[config.mk]
export PLATFORM = sky130hd
export DESIGN_NAME = data_memory_access_unit
export DESIGN_NICKNAME = d
export VERILOG_FILES = /design/src/rtl/mem_access_pkg.sv /design/src/rtl/wait_state_counter.sv /design/src/rtl/data_memory_access_unit.sv
export SDC_FILE = /design/constraint.sdc
export NUM_CORES = 1
export LEC_CHECK = 0
export ABC_AREA = 1
export CAP_MARGIN = 20
export CORE_MARGIN = 10
export CORE_UTILIZATION = 35
export DETAILED_ROUTE_END_ITERATION = 10
export GPL_ROUTABILITY_DRIVEN = 0
export HOLD_SLACK_MARGIN = 0.05
export PLACE_DENSITY = 0.81
export SKIP_CTS_REPAIR_TIMING = 1
export SLEW_MARGIN = 40
export SYNTH_ARGS = -nofsm -noshare
export SYNTH_HDL_FRONTEND = slang
export SYNTH_SLANG_ARGS = --single-unit
[constraint.sdc]
create_clock -name clock -period 2.55 [get_ports clock]
set_input_delay 0.51 -clock clock [delete_from_list [all_inputs] [get_ports clock]]
set_output_delay 0.51 -clock clock [all_outputs]
set_load 0.03 [all_outputs]
[src/rtl/mem_access_pkg.sv]
// Shared types and constants for the data-memory access stage and its address handler.
package mem_access_pkg;

    typedef enum logic [1:0] {
        S_IDLE    = 2'd0,
        S_ACCESS  = 2'd1,
        S_WAIT    = 2'd2,
        S_RESPOND = 2'd3
    } state_t;

    localparam int unsigned CNT_WIDTH           = 4;
    localparam int unsigned DEFAULT_WAIT_STATES = 1;

    // Stack regions in word addresses; the user stack sits directly below the kernel stack.
    localparam int unsigned KSTACK_TOP    = 4096;
    localparam int unsigned KSTACK_BOTTOM = 6143;
    localparam int unsigned USTACK_TOP    = 0;
    localparam int unsigned USTACK_BOTTOM = KSTACK_TOP - 1;

endpackage

[src/rtl/wait_state_counter.sv]
// Loadable 4-bit down-counter; counts RAM wait states and flags when it reaches zero.
module wait_state_counter
    import mem_access_pkg::*;
(
    input  logic                 clk,
    input  logic                 rst_n,
    input  logic                 i_load,
    input  logic [CNT_WIDTH-1:0] i_load_val,
    input  logic                 i_dec,
    output logic                 o_zero_c
);

    logic [CNT_WIDTH-1:0] r_count;

    always_ff @(posedge clk or negedge rst_n) begin
        if (!rst_n) begin
            r_count <= '0;
        end else if (i_load) begin
            r_count <= i_load_val;
        end else if (i_dec && (r_count != '0)) begin
            r_count <= r_count - CNT_WIDTH'(1);
        end
    end

    assign o_zero_c = (r_count == '0);

endmodule

[src/rtl/data_memory_access_unit.sv]
// Multi-cycle data-memory access stage driving a single-port synchronous RAM.
// Optional feature: define KERNEL_PROTECT_EN to fault user-mode accesses to the kernel stack.
module data_memory_access_unit
    import mem_access_pkg::*;
#(
    parameter int unsigned WORD_SIZE           = 32,
    parameter int unsigned ADDR_WIDTH          = 13,
    parameter int unsigned WAIT_STATES         = DEFAULT_WAIT_STATES,
    parameter int unsigned KERNEL_STACK_TOP    = KSTACK_TOP,
    parameter int unsigned KERNEL_STACK_BOTTOM = KSTACK_BOTTOM
)(
    input  logic                  clock,
    input  logic                  reset,
    input  logic                  req_valid,
    output logic                  req_ready,
    input  logic                  req_write,
    input  logic [WORD_SIZE-1:0]  req_address,
    input  logic [WORD_SIZE-1:0]  req_wdata,
    input  logic                  is_kernel,
    output logic                  stall,
    output logic                  resp_valid,
    output logic                  resp_fault,
    output logic [WORD_SIZE-1:0]  resp_rdata,
    output logic                  mem_en,
    output logic                  mem_we,
    output logic [ADDR_WIDTH-1:0] mem_addr,
    output logic [WORD_SIZE-1:0]  mem_wdata,
    input  logic [WORD_SIZE-1:0]  mem_rdata
);

`ifdef KERNEL_PROTECT_EN
    localparam bit PROTECT_EN = 1'b1;
`else
    localparam bit PROTECT_EN = 1'b0;
`endif

    state_t                r_state, w_state_next;
    logic                  r_write, w_write_next;
    logic [ADDR_WIDTH-1:0] r_addr, w_addr_next;
    logic [WORD_SIZE-1:0]  r_wdata, w_wdata_next;
    logic                  r_kernel, w_kernel_next;
    logic                  r_fault, w_fault_next;
    logic                  r_mem_en, r_mem_we;
    logic                  r_resp_valid, r_resp_fault, r_req_ready;
    logic [WORD_SIZE-1:0]  r_resp_rdata;
    logic                  w_cnt_load, w_cnt_dec, w_cnt_zero;
    logic                  w_range_fault, w_kstack_hit, w_req_fault;

    // Fault check on the incoming request, evaluated in the acceptance cycle.
    assign w_range_fault = |req_address[WORD_SIZE-1:ADDR_WIDTH];
    assign w_kstack_hit  = !is_kernel
                        && (req_address >= WORD_SIZE'(KERNEL_STACK_TOP))
                        && (req_address <= WORD_SIZE'(KERNEL_STACK_BOTTOM));
    assign w_req_fault   = w_range_fault | (PROTECT_EN & w_kstack_hit);

    wait_state_counter u_wait_cnt (
        .clk        (clock),
        .rst_n      (reset),
        .i_load     (w_cnt_load),
        .i_load_val (CNT_WIDTH'(WAIT_STATES - 1)),
        .i_dec      (w_cnt_dec),
        .o_zero_c   (w_cnt_zero)
    );

    always_comb begin
        w_state_next  = r_state;
        w_write_next  = r_write;
        w_addr_next   = r_addr;
        w_wdata_next  = r_wdata;
        w_kernel_next = r_kernel;
        w_fault_next  = r_fault;
        w_cnt_load    = 1'b0;
        w_cnt_dec     = 1'b0;
        case (r_state)
            S_IDLE: begin
                if (req_valid) begin
                    w_write_next  = req_write;
                    w_addr_next   = req_address[ADDR_WIDTH-1:0];
                    w_wdata_next  = req_wdata;
                    w_kernel_next = is_kernel;
                    w_fault_next  = w_req_fault;
                    w_state_next  = w_req_fault ? S_RESPOND : S_ACCESS;
                end
            end
            S_ACCESS: begin
                w_cnt_load   = 1'b1;
                w_state_next = S_WAIT;
            end
            S_WAIT: begin
                if (w_cnt_zero) begin
                    w_state_next = S_RESPOND;
                end else begin
                    w_cnt_dec = 1'b1;
                end
            end
            S_RESPOND: begin
                w_state_next = S_IDLE;
            end
            default: begin
                w_state_next = S_IDLE;
            end
        endcase
    end

    // Outputs are registered from the next state so each is valid for the whole state cycle.
    always_ff @(posedge clock or negedge reset) begin
        if (!reset) begin
            r_state      <= S_IDLE;
            r_write      <= 1'b0;
            r_addr       <= '0;
            r_wdata      <= '0;
            r_kernel     <= 1'b0;
            r_fault      <= 1'b0;
            r_mem_en     <= 1'b0;
            r_mem_we     <= 1'b0;
            r_resp_valid <= 1'b0;
            r_resp_fault <= 1'b0;
            r_resp_rdata <= '0;
            r_req_ready  <= 1'b1;
        end else begin
            r_state      <= w_state_next;
            r_write      <= w_write_next;
            r_addr       <= w_addr_next;
            r_wdata      <= w_wdata_next;
            r_kernel     <= w_kernel_next;
            r_fault      <= w_fault_next;
            r_mem_en     <= (w_state_next == S_ACCESS);
            r_mem_we     <= (w_state_next == S_ACCESS) && w_write_next;
            r_resp_valid <= (w_state_next == S_RESPOND);
            r_resp_fault <= (w_state_next == S_RESPOND) && w_fault_next;
            r_req_ready  <= (w_state_next == S_IDLE);
            if (w_state_next == S_RESPOND) begin
                r_resp_rdata <= (w_write_next || w_fault_next) ? '0 : mem_rdata;
            end
        end
    end

    assign stall      = (r_state != S_IDLE) || req_valid;
    assign req_ready  = r_req_ready;
    assign resp_valid = r_resp_valid;
    assign resp_fault = r_resp_fault;
    assign resp_rdata = r_resp_rdata;
    assign mem_en     = r_mem_en;
    assign mem_we     = r_mem_we;
    assign mem_addr   = r_addr;
    assign mem_wdata  = r_wdata;

endmodule

==> Word level (Yosys, flattened, before mapping) <==
Cells that the tools add are included.
{ "op_classes": {"n_addsub": 1, "n_reduce_logical": 13, "mux": 14, "n_eq_ne": 5} }
{ "op_table": {"columns": ["operator", "n"], "rows": [
  ["$mux 32", 1],
  ["$reduce_or 19->1", 1],
  ["$mux 4", 2],
  ["$pmux 2 s4", 1],
  ["$mux 1", 7],
  ["$eq 2x2->1 const B", 3],
  ["$mux 2", 3],
  ["$eq 2x1->1 const B", 2],
  ["$logic_not 2->1", 2],
  ["$logic_not 4->1", 1],
  ["$reduce_bool 2->1", 2],
  ["$reduce_bool 4->1", 1],
  ["$sub 4x1->4 const B", 1],
  ["$logic_and 1x1->1", 3],
  ["$logic_or 1x1->1", 2],
  ["$reduce_and 2->1", 1]
]} }
{ "totals": {"output_inout_bits": 83, "regBits": 90, "wordCells": 45, "in_bits": 101} }

==> Logic depth before layout (Yosys ltp) <==
Gate-level depths: netlist of run 1.
{ "logic_depth": {"ltp_word": 6, "mapped_depth": 11, "ltp_nobuf": 10} }

==> Cells and area by module <==
A second synthesis of run 1 with hierarchy kept.
{ "hier_totals": {"hier_cells": 502, "hier_area_um2": 3957.5} }
{ "modules_own_cells": {"columns": ["module", "instances", "seq_area_each_um2", "area_per_inst_um2", "cells_per_inst"], "rows": [
  ["data_memory_access_unit", 1, 2153.3, 3662.3, 456],
  ["wait_state_counter", 1, 100.1, 295.3, 46]
]} }

==> Least setup slack after synthesis of run 1 <==
OpenSTA, ideal clock, no wires.
{ "synth_path": {"path_type": "flip-flop to flip-flop", "start": "register r_state[0]", "end": "register r_resp_rdata[10], in the netlist resp_rdata[10]", "slack_ps": 993, "n_path_buf": 1, "arrival_time_ps": 1492, "path_stages_with_launch": 12, "synth_period_minus_slack_ps": 1557, "path_cell_list": "dfrtp_1 -> inv_1 -> ha_1 -> nand2_2 -> inv_2 -> or2_1 -> o21ai_2 -> nand3_4 -> buf_6 -> nor2_1 -> nand2_1 -> nand2_1"} }
{ "synth_between": {"elab_chain_len": 4, "elab_cells_between_ends": 12} }
{ "synth_rtl": {"columns": ["item", "line_no", "rtl"], "rows": [
  ["from (decl)", "data_memory_access_unit.sv:37", "state_t r_state, w_state_next;"],
  ["from (signal assigned)", "data_memory_access_unit.sv:121", "r_state <= w_state_next;"],
  ["parallel branches: the longest is 4 deep, another holds $pmux 2 s4", null, null],
  ["to (signal assigned)", "data_memory_access_unit.sv:133", "r_resp_rdata <= (w_write_next || w_fault_next) ? '0 : mem_rdata;"],
  ["to (decl)", "data_memory_access_unit.sv:45", "logic [WORD_SIZE-1:0] r_resp_rdata;"]
]} }
Several ways; the timed one is not identified.
A chain may end at the register's enable or synchronous reset.

==> Worst setup path in the final report of run 1 <==
{ "layout_path": {"start": "input req_valid", "end": "output stall"} }
{ "layout_between": {"elab_chain_len": 1} }
{ "layout_rtl": {"columns": ["item", "line_no", "rtl"], "rows": [
  ["from (decl)", "data_memory_access_unit.sv:14", "input logic req_valid,"],
  ["$logic_or 1x1->1", "data_memory_access_unit.sv:138", "assign stall = (r_state != S_IDLE) || req_valid;"],
  ["to (decl)", "data_memory_access_unit.sv:20", "output logic stall,"]
]} }
Every way passes these cells.

==> results of run 1 <==
==> cell families after synthesis <==
logic type / Yosys count / share of synthesized area (%)
simple gates: 308 / 31.07
flops: 90 / 57.93
buf+inv: 65 / 7.591
compound gates: 10 / 1.801
fa+ha+maj: 5 / 1.608
==> worst max-delay path: cells and delay by family <==
kind	cells	cell delay, ns
buffers and inverters	3	1.28
and+or+nand+nor	1	0.05
==> routing by layer <==
| metal | global-route usage [%] | share of wire (%) |
|---|---|---|
| met1 | 17.25 | 42 |
| met2 | 23.76 | 48 |
| met3 | 6.379 | 9.9 |
| met4 | 2.439 | 0.40 |
| met5 | 0 | 0 |
==> cell type report <==
class | count | area share (%)
Sequential cell | 90 | 37.44
Timing Repair Buffer | 186 | 31.14
Multi-Input combinational cell | 323 | 22.29
Tap cell | 140 | 2.911
Inverter | 46 | 2.869
Clock buffer | 9 | 2.058
Clock inverter | 7 | 1.289
==> per-stage QoR <==
step | cells | util, % | total power, W | instance area [um2] | worst slack (ns)
floorplan | 478 | - | 0.004948 | 3890 | 0.9933
global placement | 785 | 53.66 | 0.006566 | 5817 | 0.1812
detailed placement | 785 | 53.66 | 0.006680 | 5817 | 0.1736
CTS | 801 | 55.52 | 0.007687 | 6018 | 0.1721
global route | 801 | 55.52 | 0.008128 | 6018 | 0.1030
finish | 801 | 55.52 | 0.007583 | 6018 | 0.1821
==> state kept, by name (all words and copies together) (netlist names) <==
name / flops
r_state: 2
req_ready: 1
u_wait_cnt.r_count: 4
mem_en: 1
resp_rdata: 32
resp_fault: 1
r_fault: 1
mem_we: 1
mem_addr: 13
mem_wdata: 32
resp_valid: 1
r_write: 1
==> placed cells by master (no fill, tap or decap), types with 3 or more instances in the layout <==
master / count
nand3_1: 3
nand2_2: 3
clkdlybuf4s50_1: 181
a21oi_1: 3
inv_1: 44
buf_4: 3
dfrtp_1: 89
nand2_1: 244
nor2_1: 48
clkbuf_8: 9
ha_1: 5
nor3_1: 3
clkinv_4: 3
==> where the power goes <==
group          leakage (nW)  switching [W]  total (W)  internal [W]
registers              1.16       0.000324    0.00237       0.00205
logic                  1.82        0.00264    0.00423       0.00160
clock network        0.0998       0.000516   0.000976      0.000460
==> worst min-delay path by stage <==
stage             startpoint             to  slack (ns)  depth (start not counted)
4_1_cts                reset        r_fault        0.14                          1
6_report               reset         mem_we        0.14                          1
5_1_grt                reset        r_fault        0.14                          1
2_1_floorplan          reset    mem_addr[0]        0.21                          0
3_5_place_dp    mem_wdata[8]   mem_wdata[8]        0.46                          2
3_3_place_gp   mem_wdata[10]  mem_wdata[10]        0.46                          2
==> reports/results.txt, run 1 <==
RSZ-0062 raised after global routing - no
Slowest stage cell, crit path - clkdlybuf4s50_1
Critical path endpoint category - output pin
DP Wirelength - 8811 um
R2r startpoint - r_state[0]
Hold Vio Cnt, Final - 0
Post-synth top cells - 244 x nand2_1, 89 x dfrtp_1, 48 x nor2_1
Critical path peak fanout - 4
Die X - 125.4 um
Critical path required time - 2.04 ns
Syn_nets - 584
Cts bufs inserted - 9
Via count - 3537
FP Rows - 38
Cells after Synth - 478
Die Height - 125.4 um
Synth Register Bits - 90
Setup TNS - 0 ns
Synth cell types - 28
Flop2flop setup slack - 0.59 ns
Vias in the first global route - 3685
Crit path from - req_valid
Final setup vio count - 0
Number of antenna violations at the first check in global routing - 0
Seq/Total Area, Yosys - 57.93%
Top-count cell post-synth - nand2_1
CTS tree - yes
Max-Slew Margin vs Limit - 64.15%
Fill count - 938
Crit path time final - 2.368 ns
Post-synth ARST share - 100.0%
Worst Skew - 0.009945 ns
Fmax - 422.3 MHz
DRC - 0
Area leader, netlist - dfrtp_1
VDD IR max - 0.7002 mV
CTS clock-pin slew for the worst setup and hold paths - 0.10 ns
Core area - 10840 um2
Area Overhead vs Synth - 54.71%
EDFF count, synth - 0
Max incr delay on CP - 0.68 ns
Crit Path Category - in -> out
Clk_lat worst skew - 0.35 ns
Slew Limit Fails - 0
Number of inserted diodes - 0
CTS H-tree depth - 3
CTS Root Cell - clkbuf_8
Multi-input combinational cell area - 1341 um2
Area of the mapped netlist - 3890 um2
Synth area leaders - dfrtp_1 57%, nand2_1 24%, nor2_1 4.6%
Avg WL per Cell - 14.40 um
Nets - 762
Hold Crit Class - in -> async
Cell Chain, Critical Path - clkdlybuf4s50_1 > inv_1 > nand2_1 > clkdlybuf4s50_1
Setup crit end - stall
Worst R2R End - resp_rdata[18]
Share of the synthesized area in the top cell type - 57.25%
Final ANT Viol Nets - 0
Largest net degree at the start of global routing - 52
PwrDens - 1260 nW/um2
Most used cell, CP - clkdlybuf4s50_1
Status - finished clean
First-pass GRT wire length - 19050 um
Worst-Margin Slew - 0.5378 ns
GRT Total Usage - 14.43%
Share of layout cells above drive strength 1 - 5.144%
Vias per cell - 4.416
Data arrival time of the critical path - 1.86 ns
Longest Clk Path Bufs - 2
Top Ports - 184
Worst Hold Margin - 0.1361 ns
R2r worst-path depth - 10
Fin crit share - 92.86%
DRT iter0 DRCs - 231
Register Area - 2253 um2
Pleak - 3.082 nW
Die Area - 15730 um2
Avg Cell Area, Syn - 8.138 um2
# Max-Cap Violations - 0
Synth warn - 0
Most used DFF post-synth - dfrtp_1
Pre-antenna DRT Iters - 4
PortBufs - 182
Startpoint Class - primary input
Final wirelength - 11530 um
Clock Sinks - 90
Starting Density - 35.88%
Grt total ovfl - 0
Note: power is estimated with default switching activity, not from simulation.
==> run 2, diff against run 1 <==
Settings changed: SYNTH_HIERARCHICAL from default to 1.
==> reports/results.txt, run 2 <==
Status - finished clean
Post-synth top cells - 265 x nand2_1, 89 x dfrtp_1, 49 x nor2_1
DRT iter0 DRCs - 196
CTS clock-pin slew for the worst setup and hold paths - 0.06 ns
Flop2flop setup slack - 0.47 ns
Final instance area - 6188 um2
Cell Chain, Critical Path - clkdlybuf4s50_1 > inv_2 > nand2_1 > clkdlybuf4s50_1
PwrDens - 1320 nW/um2
Critical path depth in cells - 4
Slew Limit Fails - 0
Avg WL per Cell - 14.13 um
Fin crit share - 92.95%
Cts bufs inserted - 9
Worst Skew - 0.005580 ns
Critical path peak fanout - 4
Crit path from - req_valid
Final ANT Viol Nets - 0
VDD IR max - 0.6283 mV
Crit Path Category - in -> out
DRC - 0
Vias in the first global route - 3832
Avg Cell Area, Syn - 7.884 um2
Critical path endpoint category - output pin
FP Rows - 38
Max incr delay on CP - 0.67 ns
Number of inserted diodes - 0
Worst setup margin - 0.1798 ns
Sequential share of power - 30.1%
Slowest stage cell, crit path - clkdlybuf4s50_1
Pleak - 3.184 nW
Share of the synthesized area in the top cell type - 56.28%
Worst-Margin Slew - 0.5539 ns
Data arrival time of the critical path - 1.86 ns
Utilization after layout - 56.59%
Area of the mapped netlist - 3958 um2
Commonest non-fill, non-tap cell in the layout - nand2_1
Core area - 10940 um2
Synth Register Bits - 90
Die Area - 15960 um2
Hold Vio Cnt, Final - 0
Synth cell types - 27
Crit path buffers/inverters - 3
Clock Sinks - 90
EDFF count, synth - 0
Startpoint Class - primary input
Top Ports - 184
Via count - 3662
Crit path time final - 2.370 ns
Longest Clk Path Bufs - 2
Synth warn - 6
RSZ-0062 raised after global routing - no
Share of layout cells above drive strength 1 - 5.362%
Most used DFF post-synth - dfrtp_1
# Max-Cap Violations - 0
CTS Root Cell - clkbuf_16
Area leader, netlist - dfrtp_1
Most used cell, CP - clkdlybuf4s50_1
CTS tree - yes
Die Height - 126.3 um
Area Overhead vs Synth - 56.37%
Critical path required time - 2.04 ns
Combinational share of power - 54.7%
Setup crit end - stall
Internal power consumption - 0.004480 W
DP Area - 5897 um2
Switching share of power - 45.17%
Tot Pwr - 0.008171 W
Top-count cell post-synth - nand2_1
Seq/Total Area, Yosys - 56.94%
First-pass GRT wire length - 19260 um
CTS H-tree depth - 3
Pre-CTS WS - 0.04987 ns
Cells after Synth - 502
Clk_lat worst skew - 0.33 ns
Post-synth ARST share - 100.0%
GRT Total Usage - 14.49%
Synth area leaders - dfrtp_1 56%, nand2_1 25%, nor2_1 4.6%
Setup TNS - 0 ns
Leading cell types in the layout, fill and taps excluded - 265 x nand2_1, 181 x clkdlybuf4s50_1, 89 x dfrtp_1, 49 x nor2_1, 43 x inv_1
Fmax - 421.9 MHz
Max-Slew Margin vs Limit - 63.07%
DP Wirelength - 8971 um
Vias per cell - 4.412
R2r startpoint - r_state[0]
Cell family with the largest share of critical-path delay - buffers and inverters
Die X - 126.3 um
Final wirelength - 11730 um
Starting Density - 36.19%
Grt total ovfl - 0
Final setup vio count - 0
Largest net degree at the start of global routing - 46
PortBufs - 182
NetSw - 0.003691 W
Number of antenna violations at the first check in global routing - 0
Hold Crit Class - reg -> reg
Clock share of power - 15.2%
Pre-antenna DRT Iters - 4
Worst R2R End - resp_rdata[17]
Nets - 791
R2r worst-path depth - 10
==> run 2: how the worst min path moves through the flow <==
stage	start	endpoint	cells past startpoint
floorplan	reset	mem_addr[0]	0
global placement	reset	mem_addr[3]	1
detailed placement	reset	mem_addr[0]	1
CTS	reset	mem_addr[3]	1
global route	resp_rdata[0]	resp_rdata[0]	2
finish	mem_wdata[26]	mem_wdata[26]	2
==> run 2: cells by family after synthesis <==
| family | Yosys count | synth area share (%) |
|---|---|---|
| compound gates | 7 | 1.138 |
| other cells | 1 | 0.09476 |
| fa+ha+maj | 5 | 1.581 |
| flops | 90 | 56.94 |
| buf+inv | 67 | 7.176 |
| simple gates | 332 | 33.07 |
==> run 2: layout make-up <==
| type | count | area, um2 |
|---|---|---|
| Multi-Input combinational cell | 348 | 1431 |
| Sequential cell | 90 | 2253 |
| Clock buffer | 10 | 239.0 |
| Timing Repair Buffer | 188 | 1867 |
| Clock inverter | 6 | 42.54 |
| Tap cell | 140 | 175.2 |
| Inverter | 48 | 180.2 |
| Fill cell | 969 | 4747 |
==> run 2: worst register-to-register path: cells and delay by family (launching register included) <==
family | cells | cell delay [ns]
compound gates | 1 | 0.11
buf+inv | 2 | 0.17
simple gates | 6 | 1.15
fa+ha+maj | 1 | 0.23
flops | 1 | 0.37
==> run 2: through the flow <==
step | instances | hold WS, ns
2_1_floorplan | 505 | 0.2144
3_3_place_gp | 813 | 0.3230
3_5_place_dp | 813 | 0.3250
4_1_cts | 829 | -0.03018
5_1_grt | 830 | 0.4985
6_report | 830 | 0.4775
==> run 2: per-layer routing <==
layer	GRT usage (%)	part of all wire, %
met2	23.88	47
met5	0	0
met4	4.287	1.1
met3	6.206	10
met1	16.79	42
==> run 2: power by group through the flow <==
stage	sequential (W)	clock, W	combinational (W)
floorplan	0.00365	0	0.00153
detailed placement	0.00247	0	0.00454
global route	0.00254	0.00135	0.00489
CTS	0.00246	0.00128	0.00456
global placement	0.00244	0	0.00445
finish	0.00246	0.00124	0.00447
==> run 3, diff against run 2 <==
Settings changed: ABC_CLOCK_PERIOD_IN_PS from default to 2550.
==> results of run 3 <==
No change in the layout: final DEF, timing and power equal those of run 2.
